File: src/rtl/serial_subtractor_ctrl.sv
// serial_subtractor_ctrl: bit-serial a - b - bin_in using one full_subtractor, LSB first.
// Define SUB_SIGNED_OVF_EN to add the signed-overflow output ovf.
module full_subtractor (
    input  logic a,
    input  logic b,
    input  logic bin,
    output logic diff,
    output logic borrow
);
    assign diff   = a ^ b ^ bin;
    assign borrow = (~a & (b | bin)) | (b & bin);
endmodule

module serial_subtractor_ctrl #(
    parameter int WIDTH = 8
) (
    input  logic             clk,
    input  logic             rst,
    input  logic             start,
    input  logic [WIDTH-1:0] a,
    input  logic [WIDTH-1:0] b,
    input  logic             bin_in,
    output logic             busy,
    output logic             done,
    output logic [WIDTH-1:0] diff,
    output logic             borrow_out
`ifdef SUB_SIGNED_OVF_EN
    ,output logic            ovf
`endif
);
    localparam int CW = $clog2(WIDTH);

    typedef enum logic [1:0] {IDLE, RUN, DONE} state_t;

    state_t           state_q, state_d;
    logic [WIDTH-1:0] a_sr_q, a_sr_d, b_sr_q, b_sr_d, res_sr_q, res_sr_d;
    logic [WIDTH-1:0] diff_q, diff_d;
    logic             brw_q, brw_d, borrow_q, borrow_d;
    logic [CW-1:0]    cnt_q, cnt_d;
    logic             fs_diff, fs_borrow;
    logic [WIDTH-1:0] res_next;
`ifdef SUB_SIGNED_OVF_EN
    logic             a_msb_q, a_msb_d, b_msb_q, b_msb_d, ovf_q, ovf_d;
`endif

    full_subtractor u_fs (
        .a      (a_sr_q[0]),
        .b      (b_sr_q[0]),
        .bin    (brw_q),
        .diff   (fs_diff),
        .borrow (fs_borrow)
    );

    assign res_next = {fs_diff, res_sr_q[WIDTH-1:1]};

    always_comb begin
        state_d  = state_q;
        a_sr_d   = a_sr_q;
        b_sr_d   = b_sr_q;
        res_sr_d = res_sr_q;
        brw_d    = brw_q;
        cnt_d    = cnt_q;
        diff_d   = diff_q;
        borrow_d = borrow_q;
`ifdef SUB_SIGNED_OVF_EN
        a_msb_d  = a_msb_q;
        b_msb_d  = b_msb_q;
        ovf_d    = ovf_q;
`endif
        case (state_q)
            IDLE: if (start) begin
                a_sr_d  = a;
                b_sr_d  = b;
                brw_d   = bin_in;
                cnt_d   = '0;
                state_d = RUN;
`ifdef SUB_SIGNED_OVF_EN
                a_msb_d = a[WIDTH-1];
                b_msb_d = b[WIDTH-1];
`endif
            end
            RUN: begin
                res_sr_d = res_next;
                a_sr_d   = {1'b0, a_sr_q[WIDTH-1:1]};
                b_sr_d   = {1'b0, b_sr_q[WIDTH-1:1]};
                brw_d    = fs_borrow;
                cnt_d    = cnt_q + 1'b1;
                // Last bit: publish the result including the bit computed this cycle.
                if (cnt_q == CW'(WIDTH - 1)) begin
                    diff_d   = res_next;
                    borrow_d = fs_borrow;
                    state_d  = DONE;
`ifdef SUB_SIGNED_OVF_EN
                    ovf_d    = (a_msb_q ^ b_msb_q) & (fs_diff ^ a_msb_q);
`endif
                end
            end
            DONE:    state_d = IDLE;
            default: state_d = IDLE;
        endcase
    end

    always_ff @(posedge clk) begin
        if (rst) begin
            state_q  <= IDLE;
            a_sr_q   <= '0;
            b_sr_q   <= '0;
            res_sr_q <= '0;
            brw_q    <= 1'b0;
            cnt_q    <= '0;
            diff_q   <= '0;
            borrow_q <= 1'b0;
`ifdef SUB_SIGNED_OVF_EN
            a_msb_q  <= 1'b0;
            b_msb_q  <= 1'b0;
            ovf_q    <= 1'b0;
`endif
        end else begin
            state_q  <= state_d;
            a_sr_q   <= a_sr_d;
            b_sr_q   <= b_sr_d;
            res_sr_q <= res_sr_d;
            brw_q    <= brw_d;
            cnt_q    <= cnt_d;
            diff_q   <= diff_d;
            borrow_q <= borrow_d;
`ifdef SUB_SIGNED_OVF_EN
            a_msb_q  <= a_msb_d;
            b_msb_q  <= b_msb_d;
            ovf_q    <= ovf_d;
`endif
        end
    end

    assign busy       = (state_q == RUN) || (state_q == DONE);
    assign done       = (state_q == DONE);
    assign diff       = diff_q;
    assign borrow_out = borrow_q;
`ifdef SUB_SIGNED_OVF_EN
    assign ovf        = ovf_q;
`endif
endmodule
File: config.mk
export PLATFORM = sky130hd
export DESIGN_NAME = serial_subtractor_ctrl
export DESIGN_NICKNAME = d
export VERILOG_FILES = /design/src/rtl/serial_subtractor_ctrl.sv
export SDC_FILE = /design/constraint.sdc
export NUM_CORES = 1
export LEC_CHECK = 0
export ABC_AREA = 1
export BUFFER_PORTS_ARGS = -buffer_cell sky130_fd_sc_hd__buf_4
export CORE_MARGIN = 2
export CORE_UTILIZATION = 45
export CTS_CLUSTER_SIZE = 28
export DETAILED_ROUTE_END_ITERATION = 7
export PLACE_DENSITY = 0.75
export SYNTH_ARGS = -nofsm -noshare
export SYNTH_HDL_FRONTEND = slang
export SYNTH_HIERARCHICAL = 1
export SYNTH_SLANG_ARGS = --single-unit
File: constraint.sdc
create_clock -name clk -period 2.7 [get_ports clk]
set_input_delay 0 -clock clk [delete_from_list [all_inputs] [get_ports clk]]
set_output_delay 0 -clock clk [all_outputs]
set_load 0.02 [all_outputs]
Yosys cells after proc, flatten, opt, wreduce, memory -nomap -nowiden --
Index checks and enable logic that the tools add are counted.
Storage, ports and cells: word-level logic and storage cells 38, bits in registers 39
Cells by class: eq/ne operators 5, multiplexer cells 11, add/subtract/negate cells 1, reductions and logical operators 6, bitwise operators 7
Operator list (number):
- $pmux 8 s2 | 2
- $mux 8 | 2
- $pmux 3 s2 | 1
- $reduce_and 2->1 | 3
- $mux 2 | 2
- $ne 2x2->1 const B | 2
- $pmux 2 s2 | 1
- $add 3x1->3 const B | 1
- $eq 3x3->1 const B | 1
- $mux 3 | 1
- $and 1x1->1 | 2
- $eq 2x1->1 const B | 1
- $eq 2x2->1 const B | 1
- $logic_not 2->1 | 1
- $or 1x1->1 | 2
- $pmux 1 s2 | 1
- $reduce_bool 2->1 | 1
- $xor 1x1->1 | 2
- $logic_or 1x1->1 | 1
- $mux 1 | 1
- $not 1->1 | 1

Longest topological paths before layout --
Gate-level depths: netlist (run 1).
depth after elaboration 4, mapped depth 9

Modules after synthesis --
The synthesis (run 1) kept the hierarchy.
By module, submodules not included:
- serial_subtractor_ctrl | cells each 249, seq. area each 760.7 um2, area an instance 1771.7 um2, times used 1
- full_subtractor | cells each 3, seq. area each 0.0 um2, area an instance 27.5 um2, times used 1

Worst setup path before layout (run 1) --
Ideal clock, no wire load.
path type register to register, from reg cnt_q[0], to reg diff_q[0] (netlist: diff[0]), arrival time 1148 ps, setup time 116 ps, cell stages (with the launch flop) 7, path slack 1436 ps, buffers on the path 0, required time 2584 ps, cells stage by stage dfxtp_1 -> ha_1 -> ha_1 -> nand2_4 -> clkinv_1 -> nor2_1 -> nor2_1
On the way: word-level cells in the longest chain between the ends 2
Ends and longest elaborated chain:
- from (decl) | RTL line 39 | logic [CW-1:0] cnt_q, cnt_d;
- from (signal assigned) | RTL line 124 | cnt_q <= cnt_d;
- $eq 3x3->1 | RTL line 89 | if (cnt_q == CW'(WIDTH - 1)) begin
- $reduce_and 2->1 (no source line)
- to (signal assigned) | RTL line 125 | diff_q <= diff_d;
- to (decl) | RTL line 37 | logic [WIDTH-1:0] diff_q, diff_d;
No other way between the ends. A chain may end at the register's enable or synchronous reset.

Worst setup path after layout (run 1) --
from reg state_q[0], to reg brw_q
On the way: word-level cells in the longest chain between the ends 3, elaborated cells between the ends (all ways) 6, those cells by class eq/ne: 2; mux: 1; reduce/logical: 3
Ends and longest elaborated chain:
- from (decl) | RTL line 35 | state_t state_q, state_d;
- from (signal assigned) | RTL line 119 | state_q <= state_d;
- $eq 2x1->1 / $logic_not 2->1 (equally long branches) | RTL line 70 | case (state_q)
- $reduce_bool 2->1 (no source line) / $ne 2x2->1 (equally long branches)
- $reduce_and 2->1 (no source line)
- to (signal assigned) | RTL line 123 | brw_q <= brw_d;
- to (decl) | RTL line 38 | logic brw_q, brw_d, borrow_q, borrow_d;
Several ways; a longest one is shown, not always the timed one.

==> impl_metrics.py, run 1 <==
metrics = {
    "setup_path": {
        "cp.buffers_inverters": 2,
        "reg2reg_depth": 7,
        "cp_slowest_stage_delay_ns": 0.53,
        "required_ns": 2.93,
        "startpoint": "state_q[0]",
        "crit_cells": 7,
        "crit_path_end_kind": "register",
        "worstReg2RegEnd": "brw_q",
        "cp_top_family": "simple AND/OR/NAND/NOR gates",
        "cp_cell_sequence": "inv_1, ha_1, nand2_1, nand2_2, inv_4, nor2_1, nor2_1",
        "critical_path.max_fanout": 22,
        "arrival_ns": 1.95,
        "r2r-start": "state_q[0]",
        "timing.critical_path.mode_cell": "nor2_1",
        "worstSetupEndpoint": "brw_q",
        "cp_slowest_cell": "nand2_1",
        "critPathLaunchType": "register",
        "path_class": "register to register",
        "r2r_setup_slack_ns": 0.97,
    },
    "synthesis": {
        "synthesis.area_um2": 1799,
        "synth_edf_count": 0,
        "post-synth-top-area-cell": "dfxtp_1",
        "syn_inst": 252,
        "ys_seq_area_share_pct": 42.28,
        "synth_warnings": 6,
        "async_flop_share_pct": 0,
        "syn_avg_cell_area_um2": 7.140,
        "yosys.area.top_type_share_pct": 42.28,
        "synth_most_common_cell": "nand2_1",
        "ys_ff_latch": 38,
        "netlist-cell-type-count": 19,
        "synthTopCellsByCount": "74 x nand2_1, 59 x nor2_1, 38 x dfxtp_1, 15 x nand3b_1, 13 x o21ai_0",
        "synth_nets": 278,
        "ys.flop_type": "dfxtp_1",
        "synthTopCellsByArea": "dfxtp_1 42%, nand2_1 15%, nor2_1 12%",
    },
    "global_routing": {
        "antenna_found_initial": 0,
        "grt_usage_pct": 16.89,
        "grt_max_degree": 33,
        "grt_pass1_wl_mm": 5.713,
        "grt_pass1_vias": 1382,
        "overflow": 0,
    },
    "sta": {
        "max_freq_mhz": 579.3,
        "worst_slew_pin_slew_ns": 0.8341,
        "skew_ns": 0.005147,
        "fin_ws_ns": 0.9737,
        "slew_viol_final": 0,
        "finalSetupViolCount": 0,
        "relSlewSlack_pct": 44.33,
        "final_hold_viol_count": 0,
        "post-route-period-util_pct": 63.94,
        "rsz0062_at_grt": "no",
        "setup-tns-final_ns": 0,
        "min_period_ns": 1.726,
    },
    "place": {
        "io_buffers": 30,
        "post_dp_cell_area_um2": 1998,
        "dp_hpwl_mm": 2.282,
        "gp_congestion": 0.7563,
        "dp_slack_ns": 0.9549,
    },
    "layout": {
        "diodes": 0,
        "fin_nets": 307,
        "fin_area_um2": 2137,
        "multi_input_area_um2": 883.3,
        "seq_area_um2": 760.7,
        "drive_above_1_share_pct": 15.96,
        "fillers": 393,
        "syn2layout_area_growth_pct": 18.78,
    },
    "clock_tree": {
        "cts_resized": 0,
        "cts_tree": "yes",
        "clk_pin_slew_ns": 0.07,
        "clkLatencyLatePin_ns": 0.29,
        "numCtsBuffers": 5,
        "root_buffer": "clkbuf_8",
        "cts_sinks": 38,
        "htree_levels": 2,
        "cts_buffer_depth": 2,
    },
    "die": {
        "die_x_um": 67.23,
        "die_area_um2": 4520,
        "ios": 31,
        "die_y_um": 67.23,
        "core_area_um2": 3744,
        "rows": 22,
        "initial_core_util_pct": 48.06,
    },
    "run_status": {
        "status": "finished clean",
    },
    "routing": {
        "ant_nets": 0,
        "wl_per_cell_um": 10.40,
        "first_iter_violations": 59,
        "drc": 0,
        "vias": 1564,
        "drt_wl_total_mm": 3.433,
        "dr.pass1.iters": 4,
        "vias_per_cell": 4.739,
    },
    "worst_hold_path": {
        "worstHoldPathType": "input pin to register",
    },
    "power_and_ir_drop": {
        "max-vdd-ir-drop_uv": 307.9,
        "power_density_nw_per_um2": 678.4,
        "p_leak_nw": 1.055,
    },
    "run": {
        "cap_violations": 0,
    },
}
-- layout by cell type (no fill, tap or decap) --
| cell | synthesis | final |
|---|---|---|
| a21oi_1 | 8 | 8 |
| a22oi_1 | 2 | 2 |
| buf_4 | 2 | 32 |
| bufinv_16 | 0 | 1 |
| clkbuf_8 | 0 | 5 |
| clkinv_1 | 1 | 1 |
| clkinv_2 | 0 | 2 |
| dfxtp_1 | 38 | 38 |
| dlygate4sd3_1 | 0 | 3 |
| fa_1 | 1 | 1 |
| ha_1 | 5 | 5 |
| inv_1 | 10 | 10 |
| inv_4 | 2 | 2 |
| nand2_1 | 74 | 74 |
| nand2_2 | 1 | 1 |
| nand2_4 | 2 | 2 |
| nand3_1 | 6 | 6 |
| nand3b_1 | 15 | 15 |
| nor2_1 | 59 | 59 |
| o21ai_0 | 13 | 13 |
| o21ai_1 | 2 | 2 |
-- per-stage QoR --
step                instances  hold slack (ns)  utilization [%]  power (mW)
CTS                       330          0.01407            57.09       1.465
finish                    330          0.01879            57.09       1.450
detailed placement        319           0.2295            53.38      0.9859
floorplan                 252          0.06907                -      0.9335
global route              330          0.04113            57.09       1.544
global placement          319           0.2330            53.38      0.9797
-- final cells by class --
type | count | share of cell area, %
Multi-Input combinational cell | 188 | 41.33
Sequential cell | 38 | 35.60
Timing Repair Buffer | 35 | 12.65
Clock buffer | 5 | 3.220
Tap cell | 48 | 2.810
Inverter | 13 | 2.518
Clock inverter | 3 | 1.874
-- repair_timing --
| item | CTS | global route |
|---|---|---|
| hold endpoints to repair | 8 | 0 |
| hold buffers | 3 | 0 |
| buffers inserted | 0 | 0 |
-- flip-flops by register name, indices dropped and copies added, names as in the netlist --
name,flops
state_q,2
b_sr_q,8
borrow_out,1
brw_q,1
diff,8
res_sr_q,7
a_sr_q,8
cnt_q,3
-- how the worst min path moves through the flow --
stage	from	endpoint	slack, ns	cells after the start
after floorplan	rst	cnt_q[1]	0.07	1
after global placement	rst	res_sr_q[7]	0.23	2
after detailed placement	rst	res_sr_q[5]	0.23	2
after CTS	a[5]	a_sr_q[5]	0.01	5
after global routing	b[2]	b_sr_q[2]	0.04	5
final	a[5]	a_sr_q[5]	0.02	5
-- where the power goes --
group,switching (mW),internal [mW]
sequential,0.0280,0.620
combinational,0.198,0.131
clock,0.201,0.272
total,0.428,1.02
-- tightest hold or removal path: stages --
cell and delay, ns:
buf_4 0.08, nand2_1 0.04, nand2_1 0.05, nor2_1 0.04, nor2_1 0.07
-- per-layer routing --
metal  GRT usage, %  vias to the layer above  wire (um)
met4          8.418                        0         59
li1               -                      846          -
met3          4.500                        5        147
met1          18.99                      680       1623
met5              0                        -          0
met2          29.33                       33       1601
-- kinds of logic (layout without fill, tap and decap cells) --
family                   after synthesis  in the layout  synth area share, %
adder cells (fa/ha/maj)                6              6                4.590
AO/OA/AOI/OAI                         25             25                7.232
flip-flops                            38             38                42.28
buffers and inverters                 26             56                8.623
AND/OR/NAND/NOR                      157            157                37.27
(Power assumes the default switching activity.)
==> inputs of run 2 (changes only) <==
PLACE_DENSITY = 0.78   (was 0.75)
clock period = 1.42 ns   (was 2.7 ns; I/O delays follow)
==> run 2 against run 1 <==
Compared with the run above: clock skew is 0.0011 ns higher; critical endpoint is now b_sr_q[5]; power is 96% higher; highest routed layer unchanged; combinational power is 110% higher; critical path depth is 1 higher; clock power is 93% higher; largest power group unchanged; wire length is 3.1% higher.
==> impl_metrics.py, run 2 (synthesis gave the netlist of run 1 again) <==
metrics = {
    "run_status": {
        "status": "finished clean",
    },
    "sta": {
        "setup-tns-final_ns": 0,
        "max_freq_mhz": 764.7,
        "post-route-period-util_pct": 92.09,
        "finalSetupViolCount": 0,
        "final_hold_viol_count": 0,
        "fin_ws_ns": 0.1123,
        "worst_slew_pin_slew_ns": 0.3028,
        "skew_ns": 0.006296,
        "slew_viol_final": 0,
        "relSlewSlack_pct": 79.81,
        "min_period_ns": 1.308,
        "rsz0062_at_grt": "no",
    },
    "setup_path": {
        "cp_slowest_stage_delay_ns": 0.34,
        "path_class": "register to register",
        "startpoint": "state_q[1]",
        "required_ns": 1.64,
        "arrival_ns": 1.53,
        "crit_path_end_kind": "register",
        "reg2reg_depth": 8,
        "critPathLaunchType": "register",
        "r2r_setup_slack_ns": 0.11,
        "cp_top_family": "buffers and inverters",
        "r2r-start": "state_q[1]",
        "cp_cell_sequence": "inv_1, ha_1, buf_12, nand2_4, nand2_2, inv_4, nor2_1, nor2_1",
        "cp_slowest_cell": "dfxtp_2",
        "crit_cells": 8,
        "cp.buffers_inverters": 3,
        "worstSetupEndpoint": "b_sr_q[5]",
        "critical_path.max_fanout": 15,
        "timing.critical_path.mode_cell": "nor2_1",
        "worstReg2RegEnd": "b_sr_q[5]",
    },
    "routing": {
        "drt_wl_total_mm": 3.540,
        "vias": 1625,
        "drc": 0,
        "vias_per_cell": 4.836,
        "wl_per_cell_um": 10.54,
        "dr.pass1.iters": 5,
        "wl_met1_mm": 1.697,
        "wl_met2_mm": 1.634,
        "routed.top_layer": "met4",
        "wl_met3_um": 189,
        "ant_nets": 0,
        "first_iter_violations": 87,
    },
    "layout": {
        "mostFrequentLayoutCells": "73 x nand2_1, 59 x nor2_1, 37 x dfxtp_1",
        "fillers": 372,
        "mostFrequentLayoutCell": "nand2_1",
        "syn2layout_area_growth_pct": 24.34,
        "fin_nets": 313,
        "drive_above_1_share_pct": 19.44,
        "diodes": 0,
        "fin_cells": 336,
    },
    "clock_tree": {
        "root_buffer": "clkbuf_8",
        "cts_buffer_depth": 2,
        "numCtsBuffers": 5,
        "htree_levels": 2,
        "cts_tree": "yes",
        "cts_sinks": 38,
        "clk_pin_slew_ns": 0.08,
        "clkLatencyLatePin_ns": 0.28,
    },
    "place": {
        "io_buffers": 30,
        "dp_hpwl_mm": 2.281,
        "dp_slack_ns": 0.03664,
        "dp.cells": 323,
        "gp_congestion": 0.7263,
    },
    "die": {
        "ios": 31,
        "initial_core_util_pct": 48.06,
        "die_y_um": 67.23,
        "die_x_um": 67.23,
        "die_area_um2": 4520,
        "rows": 22,
        "core_area_um2": 3744,
    },
    "worst_hold_path": {
        "worstHoldPathType": "input pin to register",
    },
    "run": {
        "cap_violations": 0,
    },
    "power_and_ir_drop": {
        "max-vdd-ir-drop_uv": 856.3,
        "power_density_nw_per_um2": 1272,
        "p_leak_nw": 1.086,
        "power.total_mw": 2.846,
    },
    "global_routing": {
        "overflow": 0,
        "grt_pass1_wl_mm": 5.961,
        "antenna_found_initial": 0,
        "grt_usage_pct": 16.86,
        "grt_pass1_vias": 1409,
        "grt_max_degree": 33,
    },
}
run 2: changes by cell type in the layout (fill, tap and decap cells not counted), moves of 2 or more:
cell,change
buf_12,+3
buf_4,+3
clkinvlp_4,+3
clkinv_2,-2
run 2: worst min path at each step:
stage	startpoint	end	slack, ns	cells after the start
CTS	a[5]	a_sr_q[5]	0.01	5
finish	a[5]	a_sr_q[5]	0.02	5
detailed placement	rst	res_sr_q[6]	0.23	2
global placement	rst	res_sr_q[6]	0.23	2
floorplan	rst	cnt_q[1]	0.07	1
global route	a[5]	a_sr_q[5]	0.04	5
run 2: area by class of cell:
cell class / instances / area, um2 / area share [%]
multi-input combinational: 188 / 888.4 / 39.71
sequential: 38 / 762.0 / 34.06
inverter: 13 / 60.06 / 2.685
timing repair buffer: 41 / 352.8 / 15.77
clock buffer: 5 / 68.82 / 3.076
tap: 48 / 60.06 / 2.685
clock inverter: 3 / 45.04 / 2.013
run 2: per-layer routing:
layer | vias up | global-route usage, %
met3 | 2 | 4.000
met2 | 44 | 28.84
met5 | - | 0
li1 | 854 | -
met4 | 0 | 4.592
met1 | 725 | 21.17
run 2: per-stage QoR:
stage	hold slack, ns	area, um2	utilization, %
6_report	0.01619	2237	59.76
5_1_grt	0.04265	2237	59.76
4_1_cts	0.01171	2210	59.02
3_5_place_dp	0.2277	2066	55.18
3_3_place_gp	0.2272	2066	55.18
2_1_floorplan	0.06907	1799	-
run 2: where the power goes:
part	internal (mW)	total, mW	switching [mW]
registers	1.18	1.23	0.0544
logic	0.303	0.700	0.397
clock network	0.522	0.914	0.392
run 2: timing repair:
| action | CTS | global route |
|---|---|---|
| resized for setup | 0 | 6 |
| hold buffers | 3 | 0 |
| setup buffers | 0 | 2 |
| endpoints found under the setup margin | 0 | 27 |
| hold endpoints to repair | 8 | 0 |
run 2: worst register-to-register path, delay by kind of cell, from the launching register on:
family                   cells  cell delay [ns]
adder cells (fa/ha/maj)      1             0.21
buffers and inverters        3             0.37
flip-flops                   1             0.34
AND/OR/NAND/NOR              4             0.34
